### src/rtl/ap_mon_pkg.sv
// Shared types and helpers for the ap_ctrl_chain handshake monitor.
package ap_mon_pkg;

   localparam int unsigned SAT_W = 64;

   typedef enum logic [1:0] {
      IDLE = 2'd0,
      RUN  = 2'd1,
      HOLD = 2'd2
   } ap_mon_state_t;

   typedef enum logic [2:0] {
      FLD_STARTS   = 3'd0,
      FLD_DONES    = 3'd1,
      FLD_BUSY     = 3'd2,
      FLD_STALL    = 3'd3,
      FLD_LAST_LAT = 3'd4,
      FLD_MIN_LAT  = 3'd5,
      FLD_MAX_LAT  = 3'd6,
      FLD_STATUS   = 3'd7
   } ap_mon_field_t;

   // Increment that sticks at the all-ones value of a width-bit counter.
   function automatic logic [SAT_W-1:0] sat_inc(input logic [SAT_W-1:0] val,
                                                input int unsigned      width);
      logic [SAT_W-1:0] max_val;
      max_val = {SAT_W{1'b1}} >> (SAT_W - width);
      return (val >= max_val) ? val : val + SAT_W'(1);
   endfunction

endpackage

### src/rtl/ap_chan_monitor.sv
// One monitored module: handshake FSM, saturating counters, latency stats,
// sticky protocol error and a combinational field selector.
module ap_chan_monitor
   import ap_mon_pkg::*;
#(
   parameter int unsigned CNT_W = 32,
   parameter int unsigned LAT_W = 24
) (
   input  logic             clock,
   input  logic             reset,
   input  logic             count_en_i,
   input  logic             start_i,
   input  logic             ready_i,
   input  logic             done_i,
   input  logic             cont_i,
   input  logic [2:0]       rd_field_i,
   output logic [CNT_W-1:0] rd_val_c_o,
   output logic             err_o
);

   ap_mon_state_t    state_q;
   logic [CNT_W-1:0] starts_q, dones_q, busy_q, stall_q;
   logic [LAT_W-1:0] lat_q, last_q, min_q, max_q;
   logic             err_q;

   logic             is_idle_c, is_run_c, is_hold_c;
   logic             start_evt_c, rec_evt_c, busy_evt_c, err_evt_c;
   logic [LAT_W-1:0] rec_lat_c;
   ap_mon_field_t    fld_c;

   function automatic logic [CNT_W-1:0] inc_cnt(input logic [CNT_W-1:0] v);
      return CNT_W'(sat_inc(SAT_W'(v), CNT_W));
   endfunction

   function automatic logic [LAT_W-1:0] inc_lat(input logic [LAT_W-1:0] v);
      return LAT_W'(sat_inc(SAT_W'(v), LAT_W));
   endfunction

   assign is_idle_c = (state_q == IDLE);
   assign is_run_c  = (state_q == RUN);
   assign is_hold_c = (state_q == HOLD);

   // A start is accepted from IDLE, or back-to-back with done+continue in RUN.
   assign start_evt_c = (is_idle_c && start_i) || (is_run_c && done_i && cont_i && start_i);
   assign rec_evt_c   = (is_idle_c && start_i && done_i) || (is_run_c && done_i);
   assign rec_lat_c   = is_run_c ? inc_lat(lat_q) : '0;
   assign busy_evt_c  = is_run_c || (is_idle_c && start_i);
   assign err_evt_c   = (is_idle_c && !start_i && (done_i || ready_i)) || (is_hold_c && done_i);

   always_ff @(posedge clock) begin
      if (reset) begin
         state_q  <= IDLE;
         starts_q <= '0;
         dones_q  <= '0;
         busy_q   <= '0;
         stall_q  <= '0;
         lat_q    <= '0;
         last_q   <= '0;
         min_q    <= '1;
         max_q    <= '0;
         err_q    <= 1'b0;
      end else if (count_en_i) begin
         if (start_evt_c) starts_q <= inc_cnt(starts_q);
         if (busy_evt_c)  busy_q   <= inc_cnt(busy_q);
         if (is_hold_c)   stall_q  <= inc_cnt(stall_q);
         if (err_evt_c)   err_q    <= 1'b1;

         if (rec_evt_c) begin
            dones_q <= inc_cnt(dones_q);
            last_q  <= rec_lat_c;
            if (rec_lat_c < min_q) min_q <= rec_lat_c;
            if (rec_lat_c > max_q) max_q <= rec_lat_c;
         end

         if (start_evt_c)   lat_q <= '0;
         else if (is_run_c) lat_q <= inc_lat(lat_q);

         case (state_q)
            IDLE:    if (start_i) state_q <= done_i ? (cont_i ? IDLE : HOLD) : RUN;
            RUN:     if (done_i)  state_q <= cont_i ? (start_i ? RUN : IDLE) : HOLD;
            HOLD:    if (cont_i)  state_q <= IDLE;
            default: state_q <= IDLE;
         endcase
      end
   end

   assign fld_c = ap_mon_field_t'(rd_field_i);

   always_comb begin
      rd_val_c_o = '0;
      case (fld_c)
         FLD_STARTS:   rd_val_c_o = starts_q;
         FLD_DONES:    rd_val_c_o = dones_q;
         FLD_BUSY:     rd_val_c_o = busy_q;
         FLD_STALL:    rd_val_c_o = stall_q;
         FLD_LAST_LAT: rd_val_c_o = CNT_W'(last_q);
         FLD_MIN_LAT:  rd_val_c_o = CNT_W'(min_q);
         FLD_MAX_LAT:  rd_val_c_o = CNT_W'(max_q);
         FLD_STATUS:   rd_val_c_o = CNT_W'({err_q, state_q});
         default:      rd_val_c_o = '0;
      endcase
   end

   assign err_o = err_q;

endmodule

### src/rtl/ap_ctrl_multi_monitor.sv
// Parallel ap_ctrl_chain handshake monitor: one channel per HLS module,
// global freeze on finish, and a registered module/field read port.
module ap_ctrl_multi_monitor
   import ap_mon_pkg::*;
#(
   parameter  int unsigned NUM_MODULES = 4,
   parameter  int unsigned CNT_W       = 32,
   parameter  int unsigned LAT_W       = 24,
   localparam int unsigned RD_W        = (NUM_MODULES > 1) ? $clog2(NUM_MODULES) : 1
) (
   input  logic                   clock,
   input  logic                   reset,
   input  logic [NUM_MODULES-1:0] ap_start,
   input  logic [NUM_MODULES-1:0] ap_ready,
   input  logic [NUM_MODULES-1:0] ap_done,
   input  logic [NUM_MODULES-1:0] ap_continue,
   input  logic                   finish,
   input  logic [RD_W-1:0]        rd_mod,
   input  logic [2:0]             rd_field,
   output logic [CNT_W-1:0]       rd_data,
   output logic                   frozen,
   output logic [NUM_MODULES-1:0] protocol_err
);

   logic             frozen_q;
   logic [CNT_W-1:0] rd_data_q;
   logic [CNT_W-1:0] ch_val_c [NUM_MODULES];
   logic [CNT_W-1:0] rd_sel_c;

   for (genvar g = 0; g < NUM_MODULES; g++) begin : g_chan
      ap_chan_monitor #(
         .CNT_W (CNT_W),
         .LAT_W (LAT_W)
      ) u_chan (
         .clock      (clock),
         .reset      (reset),
         .count_en_i (!frozen_q),
         .start_i    (ap_start[g]),
         .ready_i    (ap_ready[g]),
         .done_i     (ap_done[g]),
         .cont_i     (ap_continue[g]),
         .rd_field_i (rd_field),
         .rd_val_c_o (ch_val_c[g]),
         .err_o      (protocol_err[g])
      );
   end

   // Unpopulated module selects fall through to zero.
   always_comb begin
      rd_sel_c = '0;
      for (int i = 0; i < NUM_MODULES; i++) begin
         if (rd_mod == RD_W'(i)) rd_sel_c = ch_val_c[i];
      end
   end

   always_ff @(posedge clock) begin
      if (reset) begin
         frozen_q  <= 1'b0;
         rd_data_q <= '0;
      end else begin
         if (finish) frozen_q <= 1'b1;
         rd_data_q <= rd_sel_c;
      end
   end

   assign rd_data = rd_data_q;
   assign frozen  = frozen_q;

endmodule
### config.mk
export PLATFORM = sky130hd
export DESIGN_NAME = ap_ctrl_multi_monitor
export DESIGN_NICKNAME = d
export VERILOG_FILES = /design/src/rtl/ap_mon_pkg.sv /design/src/rtl/ap_chan_monitor.sv /design/src/rtl/ap_ctrl_multi_monitor.sv
export SDC_FILE = /design/constraint.sdc
export NUM_CORES = 2
export LEC_CHECK = 0
export CAP_MARGIN = 40
export CORE_ASPECT_RATIO = 1.5
export CORE_MARGIN = 5
export CORE_UTILIZATION = 40
export CTS_CLUSTER_SIZE = 24
export DETAILED_ROUTE_END_ITERATION = 8
export GPL_ROUTABILITY_DRIVEN = 1
export SYNTH_ARGS = -nofsm -noshare
export SYNTH_HDL_FRONTEND = slang
export SYNTH_HIERARCHICAL = 1
export SYNTH_SLANG_ARGS = --single-unit
### constraint.sdc
create_clock -name clock -period 4.69 [get_ports clock]
set_input_delay 0.469 -clock clock [delete_from_list [all_inputs] [get_ports clock]]
set_output_delay 0.469 -clock clock [all_outputs]
set_load 0.03 [all_outputs]
== Word-level counts from Yosys, hierarchy flattened ==
Cells that the tools add are included.

* Equality and inequality tests: 30
* Div/mod/pow operators: 0
* $mul: 0
* Magnitude comparators: 28
* Bitwise operators: 17
* Add/subtract/negate cells: 20
* Reductions and logical operators: 106
* Mux-type cells: 56
* Shift operators: 0

{| class="wikitable"
|+ Operators by type and width
! cell !! count
|-
| 32-bit one-hot mux with 8 select lines || 4
|-
| 32-bit by 1-bit adder with 32-bit output (second input constant) || 16
|-
| 32-bit greater-or-equal comparator (second input constant) || 16
|-
| 24-bit 2-to-1 mux || 16
|-
| 32-bit 2-to-1 mux || 4
|-
| 24-bit by 1-bit adder with 24-bit output (second input constant) || 4
|-
| 24-bit greater-or-equal comparator (second input constant) || 4
|-
| 24-bit greater-than comparator || 4
|-
| 24-bit less-than comparator || 4
|-
| 3-bit AND reduction || 24
|-
| 2-bit 2-to-1 mux || 24
|-
| 1-bit logical AND || 32
|-
| 2-bit != test (second input constant) || 12
|-
| 2-bit one-hot mux with 3 select lines || 4
|-
| 2-bit AND reduction || 12
|-
| 1-bit logical OR || 20
|-
| 1-bit inverter || 17
|-
| 4-bit AND reduction || 4
|-
| 2-bit equality test (second input constant) || 6
|-
| 3-bit equality test (second input constant) || 4
|-
| 2-bit by 1-bit equality test with 1-bit output (second input constant) || 5
|-
| 2-bit logical NOT || 5
|-
| 2-bit nonzero test || 4
|-
| 3-bit by 2-bit equality test with 1-bit output (second input constant) || 2
|-
| 4 further kinds || 10
|}

* RAM bits: 0
* Bits in latches: 0
* ROM bits: 0
* Input bits: 24
* Output and inout bits: 37
* Bits in registers: 941
* Logic and storage cells: 299
* Memories kept: 0

== Depth between registers and ports, before layout ==
* Depth in word-level cells: 7
* Depth in mapped cells: 19
* Depth with buffers taken out: 16

== Cells and area by module ==
Netlist, hierarchy kept.

{| class="wikitable"
|+ By module, submodules not included
! module !! cells an instance !! instances !! sequential area each (um^2) !! area an instance (um^2)
|-
| ap_chan_monitor at g_chan[0].u_chan ... || 1658 || 3 || 4544.4 || 13274.0
|-
| ap_chan_monitor at g_chan[3].u_chan || 1657 || 1 || 4544.4 || 13138.9
|-
| ap_ctrl_multi_monitor || 148 || 1 || 660.6 || 1699.1
|}

== Worst setup path after synthesis ==
Ideal clock, no wire load.

* Path type: register to register
* From: register g_chan[0].u_chan.lat_q[0]
* To: register g_chan[0].u_chan.min_q[11]
* Period minus slack after synthesis: 4.768 ns
* Setup slack: -0.078 ns
* Stages on the path, launching flop included: 18
* Data required time: 4.568 ns
* Data arrival time: 4.645 ns
* Path buffers: 1
* Setup time: 0.122 ns
* Path through: dfxtp_1 ha_1 nand3_1 nor3_4 a2111oi_1 nand3_1 xnor2_1 and2_1 ha_1 a21o_1 a21o_1 a221o_1 a2111oi_0 o311ai_1 nor2_1 clkbuf_1 a21oi_1 a311o_1

* Longest elaborated chain between the ends: 5
* Elaborated cells between the ends (all ways): 6
* Those cells by class: add/sub (1); order compare (2); mux (2); reduce/logical (1)

{| class="wikitable"
|+ Ends and longest elaborated chain
! item !! line !! RTL
|-
| start, declared || ap_chan_monitor.sv:23 || <nowiki>logic [LAT_W-1:0] lat_q, last_q, min_q, max_q;</nowiki>
|-
| start signal, assigned || ap_chan_monitor.sv:76 || <nowiki>else if (is_run_c) lat_q <= inc_lat(lat_q);</nowiki>
|-
| 24-bit by 1-bit adder with 24-bit output / 24-bit greater-or-equal comparator (equally long branches) || ap_mon_pkg.sv:28 || <nowiki>return (val >= max_val) ? val : val + SAT_W'(1);</nowiki>
|-
| 24-bit 2-to-1 mux * || ap_mon_pkg.sv:28 ||
|-
| 24-bit 2-to-1 mux * || ap_chan_monitor.sv:46 || <nowiki>assign rec_lat_c = is_run_c ? inc_lat(lat_q) : '0;</nowiki>
|-
| via g_chan[0].u_chan.rec_lat_c[13] || ap_chan_monitor.sv:28 || <nowiki>logic [LAT_W-1:0] rec_lat_c;</nowiki>
|-
| 24-bit less-than comparator * || ap_chan_monitor.sv:71 || <nowiki>if (rec_lat_c < min_q) min_q <= rec_lat_c;</nowiki>
|-
| 3-bit AND reduction (no line) * || n/a ||
|-
| end signal, assigned || ap_chan_monitor.sv:71 ||
|-
| end, declared || ap_chan_monitor.sv:23 ||
|}

Mark *: on every way through the listed nets, which the timed path passes. The rest lies on a longest branch.
A chain may end at the register's enable or synchronous reset.

== Worst setup path after layout ==
* From: register g_chan[0].u_chan.lat_q[1]
* To: register g_chan[0].u_chan.min_q[9]

The elaborated chain is that of the path after synthesis.

==> flow_metrics.env <==
export IMPL_outcome="completed"
export IMPL_irDropWorstVdd_mv=0.300
export IMPL_ant_nets=0
export IMPL_finalHoldViolCount=0
export IMPL_clockBufferDepth=3
export IMPL_leakage_nw=23.0
export IMPL_min_period_ns=4.49
export IMPL_avgViaCountPerCell=5.73
export IMPL_wl_met2_mm=87.2
export IMPL_final_nets=7004
export IMPL_r2r_slack_ns=0.20
export IMPL_syn_num_nets=6995
export IMPL_syn_area_per_cell_um2=8.06
export IMPL_design_area_um2=61800
export IMPL_synth_edf_count=0
export IMPL_yosysTopAreaCell="dfxtp_1"
export IMPL_wl_met3_mm=7.48
export IMPL_clock_latency_ns=0.72
export IMPL_synth_most_common_cell="nor2_1"
export IMPL_dieArea_um2=144000
export IMPL_cp_required_ns=5.29
export IMPL_gp_congestion=0.920
export IMPL_cp_endpoint="g_chan[0].u_chan/min_q[9]"
export IMPL_hold_path_class="in -> reg"
export IMPL_criticalPathCategory="reg -> reg"
export IMPL_cap_violations=0
export IMPL_slew_violations=0
export IMPL_port_buffer_count=60
export IMPL_fillers=13400
export IMPL_cts_tree="done"
export IMPL_ff2ff_path_depth=19
export IMPL_hold_buffers=0
export IMPL_overflow=0
export IMPL_drc_errors=0
export IMPL_grt_pass1_wl_mm=274
export IMPL_gr_usage_all_layers_pct=23.6
export IMPL_path_clk_slew_ns=0.06
export IMPL_ys_dominant_reg_cell="dfxtp_1"
export IMPL_cts_sinks=941
export IMPL_drive_above_1_share_pct=9.61
export IMPL_sw_frac_of_total_pct=26.0
export IMPL_synth_top_area_share_pct=34.5
export IMPL_wirelength_mm=178
export IMPL_finalClockSkew_ns=0.0230
export IMPL_timing_rr_start="g_chan[0].u_chan/lat_q[1]"
export IMPL_first_pass_iters=6
export IMPL_wl_per_cell_um=20.7
export IMPL_first_iter_violations=4109
export IMPL_p_sw_w=0.00492
export IMPL_setup_viol=0
export IMPL_synthTopCellsByCount="955 x nor2_1, 941 x dfxtp_1, 682 x nand2_1"
export IMPL_p_int_w=0.0140
export IMPL_synth_distinct_cells=93
export IMPL_crit_top_cell="buf_4"
export IMPL_fp_dieH_um=463
export IMPL_start_util_pct=40.1
export IMPL_dpl_hpwl_mm=131
export IMPL_m1WireLength_mm=73.1
export IMPL_ioPinCount=61
export IMPL_synthToLayoutAreaGrowth_pct=13.0
export IMPL_fin_crit_sh_pct=95.7
export IMPL_crit_fanout=20
export IMPL_grt_start_max_net_pins=209
export IMPL_yosysSeqAreaShare_pct=34.5
export IMPL_yosys_top_cells_area="dfxtp_1 34%, nor2_1 6.6%, mux2i_1 4.8%, nand2_1 4.7%, a21oi_1 4.5%"
export IMPL_core_area_um2=136000
export IMPL_die_w_um=312
export IMPL_ys_warnings_count=6
export IMPL_syn_cell_area_um2=54700
export IMPL_fmax_mhz=223
export IMPL_antenna_found_initial=7
export IMPL_crit_path_start="g_chan[0].u_chan/lat_q[1]"
export IMPL_whs_ns=0.233
export IMPL_rsz0062_at_grt="yes"
export IMPL_tightest_slew_ns=1.22
export IMPL_dr_max_layer_used="met4"
export IMPL_netlist_instances=6779
export IMPL_cp_start_kind="flop"
export IMPL_crit_path_max_incr_delay_ns=0.42
export IMPL_place_area_um2=57800
export IMPL_arrival_ns=5.09
export IMPL_clkPwrFrac_pct=47.2
export IMPL_ys_ff_latch=941
export IMPL_cp_cell_sequence="ha_1, nand3_1, buf_4, nor3_4, buf_4, a2111oi_2, nand3_1, xnor2_1, and2_1, ha_1, a21o_1, a21o_1, a221o_1, a2111oi_2, o311ai_1, nor2_2, buf_4, a21boi_0, a311o_1"
export IMPL_r2r_end="g_chan[0].u_chan/min_q[9]"
export IMPL_numCtsBuffers=100
export IMPL_root_buffer="clkbuf_16"
export IMPL_cts_htree_levels=3
export IMPL_crit_slowest_cell="a2111oi_2"
export IMPL_rows=166
export IMPL_slew_headroom_pct=18.8
export IMPL_vias=49500
export IMPL_power_density_nw_per_um2=307
export IMPL_comb_power_share_pct=9.4
export IMPL_cp_end_kind="flop"
export IMPL_async_reset_ff_share_pct=0
export IMPL_seq_power_share_pct=43.4
export IMPL_grt_pass1_vias=47700
[power groups by stage]
stage                     sequential (W)  combinational [W]  clock [W]
after CTS                        0.00821            0.00176    0.00914
after detailed placement         0.00839            0.00175          0
after global placement           0.00839            0.00171          0
after floorplan                  0.00839            0.00108          0
final                            0.00821            0.00178    0.00895
after global routing             0.00822            0.00190    0.00946
[sequential cells by signal, summed over array words and instances, names as in the netlist]
signal and count:
g_chan.u_chan/state_q 8, g_chan.u_chan/max_q 96, rd_data 32, g_chan.u_chan/stall_q 128, g_chan.u_chan/dones_q 128, frozen 1, g_chan.u_chan/last_q 96, g_chan.u_chan/busy_q 128
g_chan.u_chan/err_o 4, g_chan.u_chan/lat_q 96, g_chan.u_chan/min_q 96, g_chan.u_chan/starts_q 128
[logic make-up after synthesis]
kind of cell	share of synthesized area [%]
DFF	34.5
xor gates and xnor gates	8.38
muxes	7.41
adders and majority gates	4.45
buffers and inverters	5.36
AOI/OAI and AO/OA	15.7
and+or+nand+nor	24.3
[metrics by stage]
stage / total power, W / utilization (%) / setup TNS, ns / std cells / setup slack, ns
3_3_place_gp: 0.0101 / 42.2 / 0 / 8422 / 0.0733
5_1_grt: 0.0196 / 45.3 / -0.121 / 8640 / -0.0408
4_1_cts: 0.0191 / 45.1 / 0 / 8623 / 0.00175
6_report: 0.0189 / 45.3 / 0 / 8643 / 0.200
3_5_place_dp: 0.0101 / 42.4 / 0 / 8434 / 0.00589
2_1_floorplan: 0.00946 / - / 0 / 6779 / 0.0784
[cell type report]
| type | instances | area, um^2 | area share [%] |
|---|---|---|---|
| Clock buffer | 142 | 2970 | 4.81 |
| Clock inverter | 47 | 739 | 1.20 |
| Timing Repair Buffer | 297 | 2730 | 4.42 |
| Tap cell | 1764 | 2210 | 3.57 |
| Antenna cell | 4 | 10.0 | 0.0162 |
| Sequential cell | 941 | 18800 | 30.5 |
| Multi-Input combinational cell | 5140 | 33100 | 53.6 |
| Inverter | 308 | 1160 | 1.87 |
[placed cells by master (no fill, tap or decap), drive strengths merged, types with 69 or more instances in the layout]
master / Yosys / routed
nand4: 193 / 193
ha: 192 / 192
and4: 72 / 72
nor2b: 83 / 83
nand3: 220 / 220
and2: 69 / 69
clkbuf: 299 / 143
and3: 122 / 122
a21oi: 490 / 490
a311o: 69 / 69
dfxtp: 941 / 941
xor2: 268 / 268
inv: 308 / 312
or3: 99 / 99
nand2: 682 / 682
nor2: 956 / 956
buf: 91 / 240
xnor2: 255 / 255
o21ai: 253 / 253
mux2i: 262 / 262
nor3: 129 / 129
[worst max-delay path, delay by kind of cell (launching register included)]
family,cells,cell delay (ns)
xor gates and xnor gates,1,0.14
AOI/OAI and AO/OA,8,2.17
DFF,1,0.36
adders and majority gates,2,0.50
and+or+nand+nor,5,0.66
buffers and inverters,3,0.55
[per-layer routing]
metal | global-route usage [%] | up-vias
li1 | - | 23900
met2 | 41.5 | 1332
met1 | 28.1 | 23800
met3 | 2.42 | 406
met4 | 13.0 | 0
met5 | 0 | -
[worst min-delay path by stage]
stage	startpoint	end	slack (ns)	cells after the start
detailed placement	g_chan[0].u_chan/last_q[16]	g_chan[0].u_chan/last_q[16]	0.45	2
floorplan	g_chan[0].u_chan/last_q[0]	g_chan[0].u_chan/last_q[0]	0.43	2
global route	reset	frozen	0.24	2
finish	reset	g_chan[0].u_chan/lat_q[9]	0.23	2
CTS	reset	frozen	0.18	2
global placement	g_chan[0].u_chan/last_q[16]	g_chan[0].u_chan/last_q[16]	0.44	2
[repair_timing]
action | in CTS | in global routing
setup buffers | 0 | 16
resized for setup | 0 | 37
endpoints found under the setup margin | 0 | 173
Power figures use the tool's default switching activity.
